[src/rtl/stp_deser.sv]
// stp_deser: serial-to-parallel deserializer with a registered ready/valid output
// and a sticky overflow flag. Each beat shifts LANES bits into the shift register.
// NUM_BITS/LANES beats form one word.
// Optional feature macro STP_PARITY_EN: every word is followed by one extra beat.
// That beat carries an even-parity bit on serial_in[0], and the result is reported
// on parity_err.
module stp_deser #(
    parameter int unsigned NUM_BITS  = 128,
    parameter int unsigned LANES     = 1,
    parameter int unsigned SHIFT_MSB = 0
) (
    input  logic                clk,
    input  logic                rst,
    input  logic                shift_enable,
    input  logic [LANES-1:0]    serial_in,
    input  logic                clear,
    input  logic                out_ready,
    output logic [NUM_BITS-1:0] parallel_out,
    output logic                out_valid,
    output logic                overflow,
    output logic                parity_err
);

    localparam int unsigned NumBeats = NUM_BITS / LANES;
    localparam int unsigned CntW     = (NumBeats > 1) ? $clog2(NumBeats) : 1;
    localparam logic [CntW-1:0] LastBeat = CntW'(NumBeats - 1);

    if (!((LANES == 1) || (LANES == 2) || (LANES == 4) || (LANES == 8)) ||
        (NUM_BITS < LANES) || ((NUM_BITS % LANES) != 0)) begin : gen_param_check
        $error("stp_deser: LANES must be 1, 2, 4 or 8 and divide NUM_BITS");
    end

    logic [NUM_BITS-1:0] sr_q, sr_d;
    logic [CntW-1:0]     cnt_q, cnt_d;
    logic [NUM_BITS-1:0] pout_q, pout_d;
    logic                valid_q, valid_d;
    logic                ovf_q, ovf_d;
    logic [NUM_BITS-1:0] shifted;
    logic [NUM_BITS-1:0] word;
    logic                complete;
    logic                load;
    logic                last_beat;

    assign last_beat = (cnt_q == LastBeat);

    // Shift-register value after accepting serial_in as a data beat.
    always_comb begin
        if (SHIFT_MSB != 0) begin
            shifted = (sr_q << LANES) | NUM_BITS'(serial_in);
        end else begin
            shifted = (sr_q >> LANES) | (NUM_BITS'(serial_in) << (NUM_BITS - LANES));
        end
    end

`ifdef STP_PARITY_EN
    typedef enum logic [0:0] {StFill, StPar} state_e;

    state_e state_q, state_d;
    logic   perr_q, perr_d;
    logic   word_par;

    // Beat sequencing: data beats in StFill, then a single parity beat in StPar.
    always_comb begin
        state_d  = state_q;
        cnt_d    = cnt_q;
        sr_d     = sr_q;
        complete = 1'b0;
        word     = sr_q;
        word_par = 1'b0;
        if (clear) begin
            state_d = StFill;
            cnt_d   = '0;
            sr_d    = '0;
        end else if (shift_enable) begin
            unique case (state_q)
                StFill: begin
                    sr_d = shifted;
                    if (last_beat) begin
                        cnt_d   = '0;
                        state_d = StPar;
                    end else begin
                        cnt_d = cnt_q + CntW'(1);
                    end
                end
                StPar: begin
                    state_d  = StFill;
                    complete = 1'b1;
                    // Odd total ones (data plus parity bit) flags an error.
                    word_par = (^sr_q) ^ serial_in[0];
                end
                default: state_d = StFill;
            endcase
        end
    end

    // Parity state and parity result, loaded together with parallel_out.
    always_ff @(posedge clk or posedge rst) begin
        if (rst) begin
            state_q <= StFill;
            perr_q  <= 1'b0;
        end else begin
            state_q <= state_d;
            perr_q  <= perr_d;
        end
    end

    assign perr_d     = load ? word_par : perr_q;
    assign parity_err = perr_q;
`else
    // Beat sequencing: the word completes on the last data beat itself.
    always_comb begin
        cnt_d    = cnt_q;
        sr_d     = sr_q;
        complete = 1'b0;
        word     = shifted;
        if (clear) begin
            cnt_d = '0;
            sr_d  = '0;
        end else if (shift_enable) begin
            sr_d = shifted;
            if (last_beat) begin
                cnt_d    = '0;
                complete = 1'b1;
            end else begin
                cnt_d = cnt_q + CntW'(1);
            end
        end
    end

    assign parity_err = 1'b0;
`endif

    // Output handshake: load a completed word, drop it into overflow, or consume.
    always_comb begin
        load    = complete && (!valid_q || out_ready);
        pout_d  = load ? word : pout_q;
        valid_d = valid_q;
        if (load) begin
            valid_d = 1'b1;
        end else if (valid_q && out_ready) begin
            valid_d = 1'b0;
        end
        ovf_d = ovf_q;
        if (clear) begin
            ovf_d = 1'b0;
        end else if (complete && !load) begin
            ovf_d = 1'b1;
        end
    end

    // Datapath and output registers.
    always_ff @(posedge clk or posedge rst) begin
        if (rst) begin
            sr_q    <= '0;
            cnt_q   <= '0;
            pout_q  <= '0;
            valid_q <= 1'b0;
            ovf_q   <= 1'b0;
        end else begin
            sr_q    <= sr_d;
            cnt_q   <= cnt_d;
            pout_q  <= pout_d;
            valid_q <= valid_d;
            ovf_q   <= ovf_d;
        end
    end

    assign parallel_out = pout_q;
    assign out_valid    = valid_q;
    assign overflow     = ovf_q;

endmodule

[config.mk]
export PLATFORM = sky130hd
export DESIGN_NAME = stp_deser
export DESIGN_NICKNAME = d
export VERILOG_FILES = /design/src/rtl/stp_deser.sv
export SDC_FILE = /design/constraint.sdc
export NUM_CORES = 1
export LEC_CHECK = 0
export CAP_MARGIN = 20
export CORE_ASPECT_RATIO = 0.5
export CORE_MARGIN = 3
export CORE_UTILIZATION = 45
export CTS_BUF_LIST = sky130_fd_sc_hd__clkbuf_4
export DETAILED_ROUTE_END_ITERATION = 12
export GPL_ROUTABILITY_DRIVEN = 0
export PLACE_DENSITY = 0.67
export SKIP_LAST_GASP = 1
export SLEW_MARGIN = 30
export SYNTH_ARGS = -nofsm -noshare
export SYNTH_HDL_FRONTEND = slang
export SYNTH_SLANG_ARGS = --single-unit
[constraint.sdc]
create_clock -name clk -period 20.8 [get_ports clk]
set_input_delay 3.12 -clock clk [delete_from_list [all_inputs] [get_ports clk]]
set_output_delay 3.12 -clock clk [all_outputs]
set_load 0.005 [all_outputs]
# --- Yosys cells after proc, flatten, opt, wreduce, memory -nomap -nowiden ---
# Cells that the tools add are included.
# Widths: inputs -> output; s select.
classes:
  mux: 12
  bitwise: 1
  add_sub_neg: 1
  reduce_logical: 9
  n_eq_ne: 1
op_table:
  columns: ["op", "count"]
  rows:
  - ["$mux 128", 2]
  - ["$or 127x128->128", 1]
  - ["$mux 7", 3]
  - ["$add 7x1->7 const B", 1]
  - ["$eq 7x7->1 const B", 1]
  - ["$mux 1", 7]
  - ["$reduce_bool 2->1", 3]
  - ["$logic_and 1x1->1", 3]
  - ["$logic_not 1->1", 2]
  - ["$logic_or 1x1->1", 1]
word_totals:
  input_bits: 6
  ff_bits: 265
  out_inout_bits: 131

# --- Depth between registers and ports, before layout ---
# Gate-level depths: netlist (run 1).
depth:
  ltp_word: 9
  mapped_depth: 6

# --- Worst setup path after synthesis (run 1) ---
# OpenSTA, ideal clock, no wires.
synth_path:
  path_kind: "input to register"
  start: "input shift_enable"
  end: "register pout_q[102] (netlist: parallel_out[102])"
  setup_time_ps: 125
  stages: 6
  n_path_buf: 3
  slack_ps: 16206
  t_arrival_ps: 4469
  path_cell_list: "buf_2 > nand3_1 > a2111oi_4 > buf_4 > buf_12 > mux2_2"
synth_between:
  elab_chain_len: 3
synth_rtl:
  columns: ["item", "line_no", "rtl"]
  rows:
  - ["from (decl)", "14", "input logic shift_enable,"]
  - ["$mux 1", "119", "end else if (shift_enable) begin"]
  - ["$mux 1", "116", "if (clear) begin"]
  - ["$logic_and 1x1->1", "135", "load = complete && (!valid_q || out_ready);"]
  - ["to (signal assigned)", "162", "pout_q <= pout_d;"]
  - ["to (decl)", "35", "logic [NUM_BITS-1:0] pout_q, pout_d;"]
# Every way passes these cells.
# A chain may end at the register's enable or synchronous reset.

==> run summary, run 1 <==
Result of the run = complete, no violations
CTS Root Cell = clkbuf_4
CP max stage delay = 0.73 ns
Grt ovf = 0
Drt wl/cell = 15.8 um
Mapped Area = 0.0104 mm^2
Yosys cell types = 31
Worst Hold Depth = 1
Total setup buffers inserted after CTS = 0
Vias in the first global route = 6333
HPWL after DPL = 11400 um
Hold EP = parallel_out[0]
Cell Rows = 38
Syn Area/Cell = 14.2 um^2
Die outline area = 0.0250 mm^2
TritonCTS Sinks = 264
First-pass GRT wire length = 32600 um
TritonCTS buffer count = 57
Crit path max-delay family = buffers and inverters
Largest net degree at the start of global routing = 118
Core area = 0.0221 mm^2
Number of buffers and inverters on the critical path = 4
RSZ-0062 raised after global routing = false
Area Overhead vs Synth = 21.6%
Final Power = 940 uW
Warnings from Yosys = 0
Worst reg-to-reg setup slack = 18.33 ns
#FFs+latches synth = 264
CTS tree = done
FF-to-FF path depth = 5
Setup tns final = 0 ns
Final min period = 5.01 ns
Latest clock arrival within the worst-skew pair = 0.66 ns
Ports = 137
Startpoint type of the worst setup path = primary input
Max VDD drop = 34.0 uV
Post-CTS sizing = 0
Nets = 890
1st-pass router iterations = 4
Final std cells w/o fill = 1227
Starting density of the core = 46.9%
Global-route usage over all layers = 15.9%
WP data required = 21.47 ns
Max cap viols = 0
Util after Layout = 57.0%
WS Path Type = in2async
Post-synthesis sequential area ratio = 63.8%
Fillers = 1868
Slew HR = 39.8%
Routed vias = 6075
Reg2reg start = cnt_q[0]
Htree depth = 2
Clk pin slew, worst setup/hold paths = 0.07 ns
Nature of the critical path endpoint = asynchronous set/reset pin
Fin crit share = 24.1%
Multi-input logic area = 0.00344 mm^2
Reg2reg end = parallel_out[121]
Worst-path fanout max = 117
Hold_sp = parallel_out[0]
Placed cells = 1124
Critical-path top delay cell = buf_4
First DRT Iteration DRCs = 308
CP Cell Sequence = clkdlybuf4s50_1 > inv_8 > buf_4 > buf_6
Storage element area = 0.00661 mm^2
Final setup vio count = 0
Residual DRC = 0
Clk_skew = 0.0329 ns
Deepest clock path buffer count = 3
Final hold slack = 0.505 ns
Total Wirelength = 19400 um
Worst Max-Slew Pin Slew = 0.903 ns
PwrDens = 74.6 mW/mm^2
Die Y-Extent = 113 um
Final Max Slew Viols = 0
Crit path DAT = 5.68 ns
Leakage power figure = 0.00629 uW
PortBufs = 135
Hold_buf cts = 0
Syn Inst Count = 728
Syn nets = 735
Via/cell ratio = 4.95
Min-Delay Path Class = reg2reg
Final hold violation count = 0
Fraction of layout cells with a size suffix above 1 = 25.2%
Max Clock Freq = 0.199 GHz
Post-route ant nets = 0
Die Width = 221 um
Initial antenna violation count = 1
-- layout make-up --
type / count / share of cell area (%)
Antenna cell: 4 / 0.0795
Clock buffer: 91 / 5.42
Clock inverter: 8 / 0.457
Inverter: 3 / 0.149
Multi-Input combinational cell: 416 / 27.3
Sequential cell: 264 / 52.4
Tap cell: 300 / 2.98
Timing Repair Buffer: 141 / 11.2
-- state kept, by name (all words and copies together) (netlist names) --
name and cells:
out_valid 1, sr_q 127, overflow 1, cnt_q 7, parallel_out 128
-- routing by layer --
layer | part of all wire [%] | wire [um] | GRT usage [%]
met2 | 49 | 9440 | 25.8
met3 | 5.2 | 1000 | 4.29
met1 | 45 | 8690 | 21.3
met4 | 1.4 | 269 | 4.47
met5 | 0 | 0 | 0
-- logic make-up after synthesis --
logic type	after synthesis	synth area share, %
adder cells (fa/ha/maj)	1	0.121
other	1	0.0362
XOR/XNOR	3	0.254
AND/OR/NAND/NOR	143	5.56
buffers and inverters	48	3.03
multiplexers	255	26.2
flip-flops	264	63.8
AO/OA/AOI/OAI	13	1.04
-- how the worst max path moves through the flow --
| stage | start | end | slack, ns | cells after the start |
|---|---|---|---|---|
| floorplan | rst | cnt_q[0] | 10.41 | 1 |
| global placement | rst | parallel_out[102] | 14.61 | 4 |
| detailed placement | rst | parallel_out[102] | 14.94 | 4 |
| CTS | rst | parallel_out[103] | 15.67 | 4 |
| global route | rst | sr_q[115] | 15.41 | 4 |
| finish | rst | sr_q[105] | 15.79 | 4 |
-- cell usage after synthesis (all sizes together) --
| master | number | area [um^2] |
|---|---|---|
| o21ba | 1 | 10.0 |
| o211ai | 2 | 15.0 |
| xor2 | 3 | 26.3 |
| or3 | 2 | 12.5 |
| o21ai | 3 | 15.0 |
| nand4 | 2 | 27.5 |
| mux2i | 127 | 1270 |
| o32ai | 1 | 8.76 |
| o2111ai | 1 | 8.76 |
| conb | 1 | 3.75 |
| buf | 31 | 250 |
| nand2 | 2 | 7.51 |
| a211oi | 1 | 7.51 |
| nor4 | 1 | 6.26 |
| nand2b | 2 | 12.5 |
| nor2 | 130 | 488 |
| ha | 1 | 12.5 |
| inv | 3 | 11.3 |
| a2111oi | 1 | 27.5 |
| mux2 | 128 | 1440 |
| nand3 | 2 | 10.0 |
| nor2b | 1 | 6.26 |
| clkbuf | 14 | 52.6 |
| dfrtp | 264 | 6610 |
| nor3 | 1 | 5.00 |
| a21oi | 3 | 15.0 |
-- power breakdown --
group | leakage [uW] | switching [uW] | internal (uW)
registers | 0.00369 | 0.529 | 514
logic | 0.00216 | 21.2 | 7.16
clock network | 0.000446 | 189 | 209
total | 0.00629 | 210 | 729
-- metrics by stage --
stage	setup slack [ns]	cell area, um^2
after detailed placement	14.94	11800
final	15.79	12600
after global placement	14.61	11800
after global routing	15.41	12600
after CTS	15.67	12600
after floorplan	10.41	10400
-- cell usage in the layout (no fill, tap or decap), types with 3 or more instances in the layout --
cell type,synthesis,final
buf_4,2,4
buf_6,11,4
mux2i_1,127,127
clkinv_1,0,6
a21oi_1,3,3
clkbuf_4,0,91
o21ai_0,3,3
nor2_1,130,130
mux2_2,128,128
xor2_1,3,3
dfrtp_1,264,264
diode_2,0,4
clkdlybuf4s50_1,0,133
No activity file was read; power rests on OpenSTA's default activity.
==> run 2: changes to the inputs <==
--- a/config.mk
+++ b/config.mk
@@ -12,7 +12,7 @@
 export CTS_BUF_LIST = sky130_fd_sc_hd__clkbuf_4
 export DETAILED_ROUTE_END_ITERATION = 12
 export GPL_ROUTABILITY_DRIVEN = 0
-export PLACE_DENSITY = 0.67
+export PLACE_DENSITY = 0.7
 export SKIP_LAST_GASP = 1
 export SLEW_MARGIN = 30
 export SYNTH_ARGS = -nofsm -noshare
==> constraint.sdc (replaced) <==
create_clock -name clk -period 4.1 [get_ports clk]
set_input_delay 0.615 -clock clk [delete_from_list [all_inputs] [get_ports clk]]
set_output_delay 0.615 -clock clk [all_outputs]
set_load 0.005 [all_outputs]
==> run 2 against run 1 <==
Net effect: highest routed layer unchanged; core utilization increased by 0.15 points; setup slack got worse by 14 ns; total power increased to 5.0 times the previous value; non-clock buffer count increased by 2; cell count about the same; via count decreased by 0.46%; wire length decreased by 0.68%; sequential power increased to 5.1 times the previous value; flip-flop and latch count unchanged.
==> run summary, run 2 (synthesis results as in run 1) <==
Die Y-Extent = 113 um (unchanged)
WP data required = 4.63 ns (was 21.47 ns)
Die outline area = 0.0250 mm^2 (unchanged)
1st-pass router iterations = 4 (unchanged)
WS Path Type = reg2reg (was in2async)
CP max stage delay = 0.69 ns (was 0.73 ns)
Post-route ant nets = 0 (unchanged)
CP Cell Sequence = ha_1 > nand3_1 > a2111oi_4 > buf_4 > mux2_2 (was clkdlybuf4s50_1 > inv_8 > buf_4 > buf_6)
TritonCTS buffer count = 57 (unchanged)
Global-route usage over all layers = 16.1% (was 15.9%)
Nets = 892 (was 890)
Residual DRC = 0 (unchanged)
Max Clock Freq = 0.397 GHz
Worst-path fanout max = 60 (was 117)
Worst Max-Slew Pin Slew = 0.822 ns (was 0.903 ns)
Critical-path top delay cell = buf_4 (unchanged)
TritonCTS Sinks = 264 (unchanged)
Slew HR = 45.2% (was 39.8%)
Largest net degree at the start of global routing = 180 (was 118)
Multi-input logic area = 0.00344 mm^2 (unchanged)
Startpoint type of the worst setup path = flip-flop (was primary input)
Leakage power figure = 0.00631 uW (was 0.00629 uW)
Area Overhead vs Synth = 21.9% (was 21.6%)
Placed cells = 1125 (was 1124)
Ports = 137 (unchanged)
CTS Root Cell = clkbuf_4 (unchanged)
Routed vias = 6047 (was 6075)
Clk_skew = 0.0186 ns (was 0.0329 ns)
Storage element area = 0.00661 mm^2 (unchanged)
Commonest cells after routing, fill and taps aside = 264 x dfrtp_1, 133 x clkdlybuf4s50_1, 130 x nor2_1 (unchanged)
Post-CTS sizing = 0 (unchanged)
Deepest clock path buffer count = 3 (unchanged)
Die Width = 221 um (unchanged)
Fraction of layout cells with a size suffix above 1 = 25.5% (was 25.2%)
PortBufs = 135 (unchanged)
Core area = 0.0221 mm^2 (unchanged)
Reg2reg start = cnt_q[0] (unchanged)
Nature of the critical path endpoint = flip-flop (was asynchronous set/reset pin)
Setup tns final = 0 ns (unchanged)
CTS tree = done (unchanged)
Reg2reg end = parallel_out[28] (was parallel_out[121])
Met2 Use GR = 26.2% (was 25.8%)
Min-Delay Path Class = in2async (was reg2reg)
Latest clock arrival within the worst-skew pair = 0.65 ns (was 0.66 ns)
Crit path DAT = 3.05 ns (was 5.68 ns)
RSZ-0062 raised after global routing = false (unchanged)
Grt ovf = 0 (unchanged)
Max cap viols = 0 (unchanged)
Final Max Slew Viols = 0 (unchanged)
Initial antenna violation count = 1 (unchanged)
Starting density of the core = 46.9% (unchanged)
Number of flip-flops in the largest register = 128 (unchanged)
First-pass GRT wire length = 32900 um (was 32600 um)
First DRT Iteration DRCs = 262 (was 308)
Fin crit share = 61.5%
Final min period = 2.52 ns
GR Layer Usage met1 = 21.5% (was 21.3%)
Final setup vio count = 0 (unchanged)
Cell Rows = 38 (unchanged)
Final std cells w/o fill = 1228 (was 1227)
Met3 Use GR = 4.24% (was 4.29%)
Max VDD drop = 172 uV (was 34.0 uV)
HPWL after DPL = 11500 um (was 11400 um)
Total Wirelength = 19300 um (was 19400 um)
Vias in the first global route = 6401 (was 6333)
Drt wl/cell = 15.7 um (was 15.8 um)
PwrDens = 376 mW/mm^2 (was 74.6 mW/mm^2)
Commonest non-fill, non-tap cell in the layout = dfrtp_1 (unchanged)
Number of buffers and inverters on the critical path = 1 (was 4)
FF-to-FF path depth = 5 (unchanged)
Total setup buffers inserted after CTS = 0 (unchanged)
Busiest grt layer = met2 (unchanged)
Via/cell ratio = 4.92 (was 4.95)
Crit path max-delay family = buffers and inverters (unchanged)
Result of the run = complete, no violations (unchanged)
Hold_buf cts = 0 (unchanged)
Final hold violation count = 0 (unchanged)
Worst reg-to-reg setup slack = 1.58 ns (was 18.33 ns)
Fillers = 1893 (was 1868)
Clk pin slew, worst setup/hold paths = 0.08 ns (was 0.07 ns)
Htree depth = 2 (unchanged)
## run 2: cell type report
cell class	instances	area share [%]
sequential	264	52.3
multi-input combinational	416	27.2
timing repair buffer	143	11.6
clock buffer	93	5.53
tap	300	2.97
clock inverter	8	0.238
inverter	3	0.119
antenna	1	0.0198
## run 2: power by group
group          switching, uW  internal, uW
clock network            975          1020
logic                    107          39.9
registers               2.78          2610
total                   1080          3660
## run 2: per-stage QoR
step / util [%] / setup WS (ns) / area (um^2) / hold WS (ns) / total power, uW
after detailed placement: 53.7 / 1.21 / 11900 / 0.495 / 2810
final: 57.1 / 1.58 / 12600 / 0.398 / 4750
after global routing: 57.1 / 1.38 / 12600 / 0.349 / 5010
after floorplan: - / 0.00148 / 10400 / 0.479 / 2770
after global placement: 53.7 / 1.28 / 11900 / 0.490 / 2810
after CTS: 57.0 / 1.56 / 12600 / 0.362 / 4850
## run 2: how the worst max path moves through the flow
stage / slack [ns] / to / cells past startpoint / from
3_5_place_dp: 1.21 / parallel_out[35] / 5 / out_ready
3_3_place_gp: 1.28 / parallel_out[25] / 5 / out_ready
2_1_floorplan: 0.001 / cnt_q[0] / 1 / rst
5_1_grt: 1.38 / parallel_out[28] / 5 / cnt_q[0]
6_report: 1.58 / parallel_out[28] / 5 / cnt_q[0]
4_1_cts: 1.56 / parallel_out[35] / 5 / cnt_q[0]
## run 2: worst min-delay path, cell delays in order
cell and delay [ns]:
clkdlybuf4s50_1 0.44, clkinvlp_4 0.11, buf_12 0.28
## run 2: routing by layer
layer | vias up | wire, um
met4 | 0 | 223
met3 | 22 | 766
met5 | - | 0
li1 | 2843 | -
met2 | 94 | 9440
met1 | 3088 | 8850
==> run 3: changes to the inputs <==
--- a/config.mk
+++ b/config.mk
@@ -12,7 +12,7 @@
 export CTS_BUF_LIST = sky130_fd_sc_hd__clkbuf_4
 export DETAILED_ROUTE_END_ITERATION = 12
 export GPL_ROUTABILITY_DRIVEN = 0
-export PLACE_DENSITY = 0.7
+export PLACE_DENSITY = 0.67
 export SKIP_LAST_GASP = 1
 export SLEW_MARGIN = 30
 export SYNTH_ARGS = -nofsm -noshare
==> constraint.sdc (replaced) <==
create_clock -name clk -period 2.4 [get_ports clk]
set_input_delay 0.36 -clock clk [delete_from_list [all_inputs] [get_ports clk]]
set_output_delay 0.36 -clock clk [all_outputs]
set_load 0.005 [all_outputs]
==> run 3 against run 2 <==
Net effect: via count grew 1.5%; setup slack lost 1.4 ns; sequential share of layout area is 0.79 points lower; wire length rose by 0.58%; critical path depth is 1 higher; die area unchanged; worst hold slack got worse by 0.17 ns; sequential power up 71%; first-iteration DRC count is 5.3% lower; cell area increased by 1.5%; count of clock-buffer cells in the layout fell by 1; critical path type unchanged.
==> run summary, run 3 (synthesis results as in run 1) <==
Result of the run = complete, no violations (unchanged)
Clk pwr share = 42.9% (was 42.0%)
CP Cell Sequence = ha_1 > nand3_1 > a2111oi_4 > buf_4 > buf_12 > mux2_2 (was ha_1 > nand3_1 > a2111oi_4 > buf_4 > mux2_2)
CTS Root Cell = clkbuf_4 (unchanged)
Reg power frac = 53.8% (was 55.0%)
Die Y-Extent = 113 um (unchanged)
Total Wirelength = 19400 um (was 19300 um)
Starting density of the core = 46.9% (unchanged)
Final setup vio count = 0 (unchanged)
Final hold slack = 0.227 ns (was 0.398 ns)
RSZ-0062 raised after global routing = false (unchanged)
Cell Rows = 38 (unchanged)
Commonest cells after routing, fill and taps aside = 264 x dfrtp_1, 133 x clkdlybuf4s50_1, 130 x nor2_1 (unchanged)
Max Clock Freq = 0.459 GHz (was 0.397 GHz)
Post-route ant nets = 0 (unchanged)
Fillers = 1810 (was 1893)
Clk_skew = 0.0294 ns (was 0.0186 ns)
PwrDens = 646 mW/mm^2 (was 376 mW/mm^2)
Routed vias = 6138 (was 6047)
Deepest clock path buffer count = 3 (unchanged)
TritonCTS Sinks = 264 (unchanged)
Worst Max-Slew Pin Slew = 0.985 ns (was 0.822 ns)
Multi-input logic area = 0.00344 mm^2 (unchanged)
Ports = 137 (unchanged)
Hold_sp = shift_enable
P_sw = 1900 uW (was 1080 uW)
Die outline area = 0.0250 mm^2 (unchanged)
Global-route usage over all layers = 16.1% (about the same)
Post-CTS sizing = 0 (unchanged)
Max cap viols = 0 (unchanged)
Switching Fraction = 22.9% (about the same)
Critical-path top delay cell = dfrtp_1 (was buf_4)
Number of buffers and inverters on the critical path = 2 (was 1)
Die Width = 221 um (unchanged)
Min-Delay Path Class = in2reg (was in2async)
Fin crit share = 90.8% (was 61.5%)
Initial antenna violation count = 1 (unchanged)
CTS tree = done (unchanged)
Drt wl/cell = 15.6 um (was 15.7 um)
CP max stage delay = 0.42 ns (was 0.69 ns)
Critical Path Start = cnt_q[0] (unchanged)
Storage element area = 0.00661 mm^2 (unchanged)
Number of flip-flops in the largest register = 128 (unchanged)
Met2 Use GR = 26.5% (was 26.2%)
Internal = 6380 uW (was 3660 uW)
Final Max Slew Viols = 0 (unchanged)
Leakage power figure = 0.00639 uW (was 0.00631 uW)
Max VDD drop = 283 uV (was 172 uV)
Clk pin slew, worst setup/hold paths = 0.07 ns (was 0.08 ns)
Commonest non-fill, non-tap cell in the layout = dfrtp_1 (unchanged)
Crit path DAT = 2.71 ns (was 3.05 ns)
PortBufs = 135 (unchanged)
Residual DRC = 0 (unchanged)
Met3 Use GR = 4.64% (was 4.24%)
Final Power = 8280 uW (was 4750 uW)
Worst-path fanout max = 36 (was 60)
Startpoint type of the worst setup path = flip-flop (unchanged)
First-pass GRT wire length = 32800 um (was 32900 um)
Final hold violation count = 0 (unchanged)
GR Layer Usage met1 = 21.0% (was 21.5%)
Busiest grt layer = met2 (unchanged)
1st-pass router iterations = 4 (unchanged)
Slew HR = 34.3% (was 45.2%)
Placed Instance Area = 0.0120 mm^2 (was 0.0119 mm^2)
Nets = 903 (was 892)
Htree depth = 2 (unchanged)
Largest net degree at the start of global routing = 136 (was 180)
Crit path max-delay family = buffers and inverters (unchanged)
Core area = 0.0221 mm^2 (unchanged)
Vias in the first global route = 6419 (was 6401)
Nature of the critical path endpoint = flip-flop (unchanged)
TritonCTS buffer count = 59 (was 57)
Reg2reg start = cnt_q[0] (unchanged)
WS Path Type = reg2reg (unchanged)
WP data required = 2.93 ns (was 4.63 ns)
Grt ovf = 0 (unchanged)
First DRT Iteration DRCs = 248 (was 262)
Final min period = 2.18 ns (was 2.52 ns)
Fraction of layout cells with a size suffix above 1 = 25.8% (was 25.5%)
Comb power frac = 3.3% (was 3.1%)
Via/cell ratio = 4.93 (was 4.92)
Util after Layout = 58.0% (was 57.1%)
Area Overhead vs Synth = 23.8% (was 21.9%)
Fin area = 0.0128 mm^2 (was 0.0126 mm^2)
HPWL after DPL = 11700 um (was 11500 um)
Latest clock arrival within the worst-skew pair = 0.66 ns (was 0.65 ns)
-- run 3: metal layers --
layer | vias up | part of all wire (%)
li1 | 2874 | -
met1 | 3095 | 44
met2 | 134 | 49
met3 | 35 | 5.1
met4 | 0 | 1.8
met5 | - | 0
-- run 3: final cells by class --
cell class	count	share of cell area, %
clock inverter	16	0.673
antenna	1	0.0195
inverter	3	0.117
tap	300	2.93
sequential	264	51.5
timing repair buffer	152	12.5
multi-input combinational	416	26.8
clock buffer	92	5.39
-- run 3: timing repair --
action | CTS | global route
hold buffers | 2 | 0
endpoints found under the hold margin | 19 | 0
buffers inserted | 0 | 0
-- run 3: worst paths after layout --
| kind | slack, ns | to | depth (start not counted) |
|---|---|---|---|
| max in group asynchronous | 1.05 | parallel_out[67] | 5 |
| worst max register to register | 0.22 | parallel_out[27] | 6 |
| min in group asynchronous | 0.59 | parallel_out[124] | 3 |
| worst min register to register | 0.50 | parallel_out[111] | 1 |
| worst min-delay path | 0.23 | out_valid | 4 |
| worst max-delay path | 0.22 | parallel_out[27] | 6 |
-- run 3: power by group through the flow --
stage                     combinational, uW  sequential [uW]  clock (uW)
after detailed placement                281             4540           0
after global placement                  278             4540           0
after CTS                               284             4450        3710
after global routing                    307             4450        3980
final                                   275             4460        3550
after floorplan                         197             4540           0
-- run 3: tightest hold or removal path, delay by kind of cell --
kind	cells	cell delay (ns)
buffers and inverters	2	0.26
and+or+nand+nor	1	0.16
AOI/OAI and AO/OA	1	0.07
-- run 3: per-stage QoR --
step                      worst slack (ns)  cells  TNS (ns)
after floorplan                      -1.44    728   -381.09
after detailed placement             0.133   1133         0
after global routing                 0.121   1244         0
final                                0.222   1244         0
after global placement               0.175   1133         0
after CTS                            0.208   1243         0
